**config.mk**
```make
export PLATFORM = sky130hd
export DESIGN_NAME = bcd_convert_scheduler
export DESIGN_NICKNAME = d
export VERILOG_FILES = /design/src/rtl/bcd_sched_pkg.sv /design/src/rtl/bcd_shift_engine.sv /design/src/rtl/bcd_convert_scheduler.sv
export SDC_FILE = /design/constraint.sdc
export NUM_CORES = 1
export LEC_CHECK = 0
export ABC_AREA = 1
export CORE_MARGIN = 1
export CORE_UTILIZATION = 33
export DETAILED_ROUTE_END_ITERATION = 16
export GPL_TIMING_DRIVEN = 0
export PLACE_DENSITY = 0.57
export SLEW_MARGIN = 20
export SYNTH_ARGS = -nofsm -noshare
export SYNTH_HDL_FRONTEND = slang
export SYNTH_SLANG_ARGS = --single-unit
```
**constraint.sdc**
```tcl
create_clock -name clk_in -period 6 [get_ports clk_in]
set_input_delay 0.9 -clock clk_in [delete_from_list [all_inputs] [get_ports clk_in]]
set_output_delay 0.9 -clock clk_in [all_outputs]
set_load 0.02 [all_outputs]
```
**src/rtl/bcd_sched_pkg.sv**
```systemverilog
// Shared state encoding and default sizing for the BCD conversion scheduler.
package bcd_sched_pkg;

  typedef enum logic [1:0] {
    IDLE,
    CONVERT,
    DONE
  } state_e;

  localparam int DEF_INPUT_WIDTH    = 16;
  localparam int DEF_DECIMAL_DIGITS = 5;
  localparam int DEF_NUM_REQ        = 4;

endpackage

```
**src/rtl/bcd_shift_engine.sv**
```systemverilog
// Double-dabble engine: one add-3/shift step per cycle, MSB of the binary value first.
module bcd_shift_engine import bcd_sched_pkg::*; #(
  parameter int INPUT_WIDTH    = DEF_INPUT_WIDTH,
  parameter int DECIMAL_DIGITS = DEF_DECIMAL_DIGITS
) (
  input  logic                          clk_i,
  input  logic                          rst_n_i,
  input  logic                          start_i,
  input  logic [INPUT_WIDTH-1:0]        value_i,
  output logic                          done_o,
  output logic [DECIMAL_DIGITS*4-1:0]   bcd_o
);

  localparam int CW = $clog2(INPUT_WIDTH + 1);
  localparam int AW = DECIMAL_DIGITS * 4;

  logic [AW-1:0]          acc_q, acc_d, acc_adj;
  logic [INPUT_WIDTH-1:0] shift_q;
  logic [CW-1:0]          cnt_q;

  // Carries out of the top digit are dropped, so a narrow accumulator yields value mod 10^DIGITS.
  always_comb begin
    acc_adj = acc_q;
    for (int d = 0; d < DECIMAL_DIGITS; d++) begin
      if (acc_q[4*d +: 4] > 4'd4) begin
        acc_adj[4*d +: 4] = acc_q[4*d +: 4] + 4'd3;
      end
    end
    acc_d = {acc_adj[AW-2:0], shift_q[INPUT_WIDTH-1]};
  end

  always_ff @(posedge clk_i or negedge rst_n_i) begin
    if (!rst_n_i) begin
      acc_q   <= '0;
      shift_q <= '0;
      cnt_q   <= '0;
    end else if (start_i) begin
      acc_q   <= '0;
      shift_q <= value_i;
      cnt_q   <= CW'(INPUT_WIDTH);
    end else if (cnt_q != '0) begin
      acc_q   <= acc_d;
      shift_q <= shift_q << 1;
      cnt_q   <= cnt_q - 1'b1;
    end
  end

  // High during the cycle whose closing edge performs the final shift.
  assign done_o = (cnt_q == CW'(1));
  assign bcd_o  = acc_q;

endmodule

```
**src/rtl/bcd_convert_scheduler.sv**
```systemverilog
// Round-robin arbiter and control FSM sharing one serial binary-to-BCD engine among requesters.
module bcd_convert_scheduler import bcd_sched_pkg::*; #(
  parameter int INPUT_WIDTH    = DEF_INPUT_WIDTH,
  parameter int DECIMAL_DIGITS = DEF_DECIMAL_DIGITS,
  parameter int NUM_REQ        = DEF_NUM_REQ
) (
  input  logic                              clk_in,
  input  logic                              rst_n_in,
  input  logic [NUM_REQ-1:0]                req_valid_in,
  input  logic [NUM_REQ*INPUT_WIDTH-1:0]    req_data_in,
  output logic [NUM_REQ-1:0]                req_ready_out,
  output logic [DECIMAL_DIGITS*4-1:0]       bcd_out,
  output logic [$clog2(NUM_REQ)-1:0]        bcd_id_out,
  output logic                              bcd_valid_out,
  output logic                              busy_out
);

  localparam int IDW = $clog2(NUM_REQ);

  state_e                      state_q;
  logic [IDW-1:0]              last_grant_q, cur_id_q, bcd_id_q, grant_idx;
  logic [DECIMAL_DIGITS*4-1:0] bcd_q, eng_bcd;
  logic                        bcd_valid_q, busy_q;
  logic                        grant_found, start, eng_done;
  logic [INPUT_WIDTH-1:0]      sel_data;

  // Cyclic search starting just after the previous winner.
  always_comb begin
    grant_idx   = '0;
    grant_found = 1'b0;
    for (int i = 1; i <= NUM_REQ; i++) begin
      if (!grant_found && req_valid_in[(int'(last_grant_q) + i) % NUM_REQ]) begin
        grant_found = 1'b1;
        grant_idx   = IDW'((int'(last_grant_q) + i) % NUM_REQ);
      end
    end
  end

  assign start         = (state_q == IDLE) && grant_found;
  assign req_ready_out = start ? (NUM_REQ'(1) << grant_idx) : '0;
  assign sel_data      = req_data_in[int'(grant_idx)*INPUT_WIDTH +: INPUT_WIDTH];

  bcd_shift_engine #(
    .INPUT_WIDTH    (INPUT_WIDTH),
    .DECIMAL_DIGITS (DECIMAL_DIGITS)
  ) u_engine (
    .clk_i   (clk_in),
    .rst_n_i (rst_n_in),
    .start_i (start),
    .value_i (sel_data),
    .done_o  (eng_done),
    .bcd_o   (eng_bcd)
  );

  always_ff @(posedge clk_in or negedge rst_n_in) begin
    if (!rst_n_in) begin
      state_q      <= IDLE;
      last_grant_q <= IDW'(NUM_REQ - 1);
      cur_id_q     <= '0;
      bcd_id_q     <= '0;
      bcd_q        <= '0;
      bcd_valid_q  <= 1'b0;
      busy_q       <= 1'b0;
    end else begin
      bcd_valid_q <= 1'b0;
      case (state_q)
        IDLE: begin
          if (start) begin
            cur_id_q     <= grant_idx;
            last_grant_q <= grant_idx;
            busy_q       <= 1'b1;
            state_q      <= CONVERT;
          end
        end
        CONVERT: begin
          if (eng_done) begin
            state_q <= DONE;
          end
        end
        DONE: begin
          bcd_q       <= eng_bcd;
          bcd_id_q    <= cur_id_q;
          bcd_valid_q <= 1'b1;
          busy_q      <= 1'b0;
          state_q     <= IDLE;
        end
        default: begin
          busy_q  <= 1'b0;
          state_q <= IDLE;
        end
      endcase
    end
  end

  assign bcd_out       = bcd_q;
  assign bcd_id_out    = bcd_id_q;
  assign bcd_valid_out = bcd_valid_q;
  assign busy_out      = busy_q;

endmodule

```
* Yosys cells after proc, flatten, opt, wreduce, memory -nomap -nowiden
Cells that the tools add are included.
** Cells by class
- Equal/unequal tests :: 5
- Muxes and demuxes :: 38
- Shift operators :: 2
- Reductions and logical operators :: 17
- Add/subtract/negate cells :: 10
- Bitwise operators :: 5
- $lt $le $gt $ge :: 9
** Operator list (number)
- 64-bit by 7-bit variable part select with 16-bit output :: 1
- 20-bit two-way mux :: 2
- 16-bit two-way mux :: 2
- 4-bit by 3-bit > comparator with 1-bit output (second input constant) :: 5
- 4-bit two-way mux :: 5
- 4-bit by 2-bit adder with 4-bit output (second input constant) :: 4
- 3-bit by 4-bit < comparator with 1-bit output (second input constant) :: 4
- 1-bit two-way mux :: 14
- 2-bit two-way mux :: 6
- 5-bit two-way mux :: 2
- 1-bit binary-select mux with 2-bit select :: 4
- 2-bit OR reduction :: 4
- 2-bit AND reduction :: 3
- 5-bit by 1-bit equality test with 1-bit output (second input constant) :: 1
- 5-bit nonzero test :: 1
- 5-bit by 1-bit subtractor with 5-bit output (second input constant) :: 1
- 2-bit by 1-bit adder with 2-bit output (second input constant) :: 2
- 2-bit adder (second input constant) :: 2
- 1-bit bitwise AND (first input constant) :: 4
- 1-bit logical AND :: 4
- 2-bit != test (second input constant) :: 2
- 2-bit case mux with 2 select lines :: 1
- 1-bit by 2-bit left shift with 4-bit output (first input constant) :: 1
- 3-bit by 2-bit adder with 3-bit output (second input constant) :: 1
- 8 further kinds :: 10
** Storage, ports and cells
- Input port bits :: 70
- Register bits :: 71
- Output and inout bits :: 28

* Depth between registers and ports, before layout
- Depth in word-level cells :: 19
- Gate-level depth with buffers :: 17
- Depth with buffers taken out :: 15

* By module
Synthesis repeated with hierarchy kept, for this count alone.
** Second synthesis, totals
- Cell total of the unflattened synthesis :: 634
- Area, all modules :: 4294.1 sq um
** Modules (own cells, without submodules)
- bcd_shift_engine :: cells each 303, sequential area each 1026.0 sq um, times used 1, area an instance 2220.9 sq um
- bcd_convert_scheduler :: cells each 331, sequential area each 753.2 sq um, times used 1, area an instance 2073.2 sq um

* Worst setup path after synthesis
OpenSTA, ideal clock, no wires.
- Kind :: input-to-output
- Start point :: input port req_valid_in[2]
- End point :: output port req_ready_out[1]
- Arrival :: 2.115 ns
- Path slack :: 2.985 ns
- Stages on the path :: 12
- Buffers on the path :: 1
- Cells stage by stage :: nand2_1 > nand2_2 > nand2_2 > nand2_2 > inv_1 > nand2_1 > nor2_2 > nand2_4 > nand2_4 > buf_4 > nand2_1 > nor2_1
** On the way
- Longest elaborated chain between the ends :: 15
** Ends and longest elaborated chain
- from (decl) :: RTL line bcd_convert_scheduler.sv:9 : input logic [NUM_REQ-1:0] req_valid_in,
- 1-bit binary-select mux with 2-bit select :: RTL line bcd_convert_scheduler.sv:32 : if (!grant_found && req_valid_in[(int'(last_grant_q) + i) % NUM_REQ]) begin
- 1-bit two-way mux (not written as such) (2 in series) :: RTL line bcd_convert_scheduler.sv:32
- 1-bit two-way mux :: RTL line bcd_convert_scheduler.sv:32
- 1-bit zero test :: RTL line bcd_convert_scheduler.sv:32
- 1-bit logical AND :: RTL line bcd_convert_scheduler.sv:32
- 1-bit two-way mux :: RTL line bcd_convert_scheduler.sv:32
- 1-bit zero test :: RTL line bcd_convert_scheduler.sv:32
- 1-bit logical AND :: RTL line bcd_convert_scheduler.sv:32
- 1-bit two-way mux :: RTL line bcd_convert_scheduler.sv:32
- 1-bit zero test :: RTL line bcd_convert_scheduler.sv:32
- 1-bit logical AND :: RTL line bcd_convert_scheduler.sv:32
- 2-bit two-way mux / 1-bit two-way mux (equally long branches) :: RTL line bcd_convert_scheduler.sv:32
- 1-bit by 2-bit left shift with 4-bit output / 1-bit logical AND (equally long branches) :: RTL line bcd_convert_scheduler.sv:40, bcd_convert_scheduler.sv:39
- 4-bit two-way mux * :: RTL line bcd_convert_scheduler.sv:40 : assign req_ready_out = start ? (NUM_REQ'(1) << grant_idx) : '0;
- to (decl) :: RTL line bcd_convert_scheduler.sv:11 : output logic [NUM_REQ-1:0] req_ready_out,
Every way passes the cells marked *; elsewhere a longest branch is shown, timed or not. The select of a mux whose other input is x is not followed.

* Worst setup path in the final report
- Start point :: input port req_valid_in[3]
- End point :: output port req_ready_out[3]
The elaborated chain is that of the path after synthesis.

==> impl_metrics.csv <==
group,metric,value,unit
cts,clk_pin_slew,50,ps
logic_synthesis,ys_ff_latch,71,
sta,finalSetupTns,0,ps
cts,cts_htree_levels,3,
sta,skew,6.97,ps
route,wl,10700,um
global_routing,grt_antenna_before_repair,0,
cts,clock_path_buffers,2,
sta,worstMarginPinSlew,556,ps
critical_path,cp_cell_sequence,"clkdlybuf4s50_1 -> inv_1 -> nand2_1 -> nand2_1 -> nand2_1 -> nand2_1 -> nand2_1 -> nand2_1 -> nor2_2 -> nand2_4 -> nand2_4 -> buf_4 -> nand2_1 -> nor2_1 -> clkdlybuf4s50_1",
cts,cts_tree,"yes",
critical_path,end_kind,"primary output",
place,gp_congestion,0.808,
logic_synthesis,ys_seq_area_share,41.6,%
critical_path,crit_buf_inv,4,
pwr,p_switching,0.00139,W
logic_synthesis,synthArstFlopShare,100,%
sta,slew_violations,0,
global_routing,grt-ovfl-total,0,
die,die_y,116,um
pwr,switching_share,45.0,%
die,start_util,33.9,%
sta,period_share,70.0,%
logic_synthesis,synth_area,4270,sq um
sta,finalHoldViolations,0,
logic_synthesis,ys_types,35,
cts,post-cts-setup-buffers,0,
cts,clock_latency,330,ps
logic_synthesis,synthFlopType,"dfrtp_1",
logic_synthesis,syn_area_per_cell,7.42,sq um
pwr,vdd_drop_max,182,uV
run_status,status,"completed",
layout,nNetsFinal,762,
pwr,p_clk_share,15.5,%
route,drc,0,
route,wl_per_cell,12.5,um
critical_path,critPathArrivalTime,3300,ps
global_routing,grt_first_pass_wirelength,18500,um
cts,clock-sinks,71,
sta,hold_slack,479,ps
pwr,power_frac_seq,24.9,%
critical_path,cp.required,5100,ps
critical_path,cp_slowest_cell,"clkdlybuf4s50_1",
cts,postCtsResizedCells,0,
route,vias_per_cell,4.66,
global_routing,grt_max_degree,42,
sta,setup_violations,0,
logic_synthesis,yosys_warnings,0,
logic_synthesis,synth_area_leaders,"dfrtp_1 (40%), nand2_1 (12%), nand3_1 (8.7%)",
layout,drive_gt1_share,10.2,%
pwr,p_int,0.00170,W
route,first_pass_iters,4,
layout,seqCellArea,1780,sq um
logic_synthesis,synth_edf_count,0,
min_path,hold_path.class,"reg2reg",
route,antenna_left,0,
logic_synthesis,synthCells,576,
job,maxCapViolations,0,
logic_synthesis,synth_top_area_cell,"dfrtp_1",
global_routing,grt_pass1_vias,3969,
layout,multi_input_area,1970,sq um
route,drtIter0Drc,188,
pwr,p_per_area,538,nW/um^2
die,die-area,13400,sq um
layout,fill_cells,1341,
die,ios,98,
critical_path,crit_path_max_incr_delay,610,ps
logic_synthesis,synth_top_cell_area_share,40.4,%
route,via_count,4009,
cts,cts_inserted_buffers,9,
critical_path,crit_type,"in2out",
sta,fmax,238,MHz
critical_path,crit_path_frequent_cell,"nand2_1",
logic_synthesis,synth_nets,653,
place,dpl.hpwl,8180,um
critical_path,worstPathMaxFanout,10,
pwr,power_leakage,2.77,nW
sta,max_slew_margin,63.0,%
die,core_area,12600,sq um
logic_synthesis,synth.most_common_cell,"nand2_1",
layout,antenna_cells,0,
cts,cts.root.buffer_cell,"clkbuf_16",
pwr,combPwrFrac,59.6,%
critical_path,critPathLaunchType,"input port",
die,rows,41,
die,fp.dieW,116,um
critical_path,critPathTopFamily,"buffers and inverters",
place,io_buffers,97,
layout,area_delta_synth_final,34.4,%
sta,period_needed,4200,ps
logic_synthesis,synth_common_cells,"nand2_1 (139), inv_1 (87), nand3_1 (74)",
sta,rsz0062_at_grt,"false",
global_routing,gr-usage-all-layers,17.4,%
cts,ctsHoldBuffers,0,
## metal layers
layer | wire (um) | global-route usage, %
met5 | 0 | 0
met4 | 119 | 6.58
met3 | 458 | 3.03
met2 | 4870 | 28.3
met1 | 5270 | 23.2
## cell type report
cell class | count | share of cell area (%)
buffer | 26 | 2.92
clock buffer | 11 | 4.23
clock inverter | 4 | 0.392
inverter | 92 | 6.19
multi-input combinational | 387 | 34.3
sequential | 71 | 31.0
tap | 172 | 3.75
timing repair buffer | 98 | 17.2
## sequential cells by signal (all words and copies together) (netlist names)
signal / count
bcd_id_out: 2
bcd_out: 20
bcd_valid_out: 1
busy_out: 1
cur_id_q: 2
last_grant_q: 2
state_q: 2
u_engine.bcd_o: 20
u_engine.cnt_q: 5
u_engine.shift_q: 16
## path summary, 6_finish.rpt
kind	from	endpoint	slack, ps	cells after the start
worst max-delay path	req_valid_in[3]	req_ready_out[3]	1800	15
worst min-delay path	bcd_out[4]$_DFFE_PN0P_	bcd_out[4]$_DFFE_PN0P_	480	2
worst max register to register	u_engine.cnt_q[0]$_DFFE_PN0P_	u_engine.shift_q[10]$_DFFE_PN0P_	3840	10
worst min register to register	bcd_out[4]$_DFFE_PN0P_	bcd_out[4]$_DFFE_PN0P_	480	2
max in group asynchronous	rst_n_in	u_engine.cnt_q[1]$_DFFE_PN0P_	4930	2
min in group asynchronous	rst_n_in	bcd_out[19]$_DFFE_PN0P_	510	1
## per-stage QoR
stage	power, W	setup WS, ps	instance area [sq um]	util [%]	std cells
after floorplan	0.00210	2980	4270	-	576
after global placement	0.00257	1570	5460	43.3	845
after detailed placement	0.00262	1790	5480	43.4	846
after CTS	0.00311	1780	5740	45.5	861
after global routing	0.00338	1620	5740	45.5	861
final	0.00309	1800	5740	45.5	861
## layout by cell type (no fill, tap or decap), types with 2 or more instances in the layout
cell type,n
o21ai_1,3
ha_1,7
inv_2,2
a21oi_1,17
inv_1,87
buf_2,8
clkbuf_1,8
clkinv_2,3
o31ai_1,5
or2_2,6
nor2_4,4
dfrtp_1,69
buf_4,5
or2_1,10
a211oi_1,6
xor2_1,2
nand2_1,139
clkdlybuf4s50_1,96
nand2_2,14
or2_0,7
buf_6,6
nand3_1,74
mux2i_1,5
clkbuf_16,9
o21ai_0,55
nand2_4,2
nand4_1,6
dfstp_2,2
nor2_1,19
nor2_2,2
## power by group through the flow
| stage | Sequential (W) | Combinational (W) | Clock, W |
|---|---|---|---|
| after global placement | 0.000773 | 0.00180 | 0 |
| after detailed placement | 0.000777 | 0.00184 | 0 |
| after global routing | 0.000789 | 0.00208 | 0.000509 |
| final | 0.000770 | 0.00184 | 0.000478 |
| after floorplan | 0.000826 | 0.00127 | 0 |
| after CTS | 0.000770 | 0.00185 | 0.000488 |
## logic make-up after synthesis
| group | share of synthesized area (%) |
|---|---|
| adder cells (fa/ha/maj) | 2.05 |
| XOR/XNOR | 0.410 |
| multiplexers | 1.17 |
| AND/OR/NAND/NOR | 31.4 |
| flip-flops | 41.6 |
| AO/OA/AOI/OAI | 11.1 |
| buffers and inverters | 12.2 |
## tightest hold or removal path, cell delays in order (launching register included)
cell     delay (ps)
dfrtp_1         340
nand2_1          50
o21ai_0          60
(Power assumes the default switching activity.)
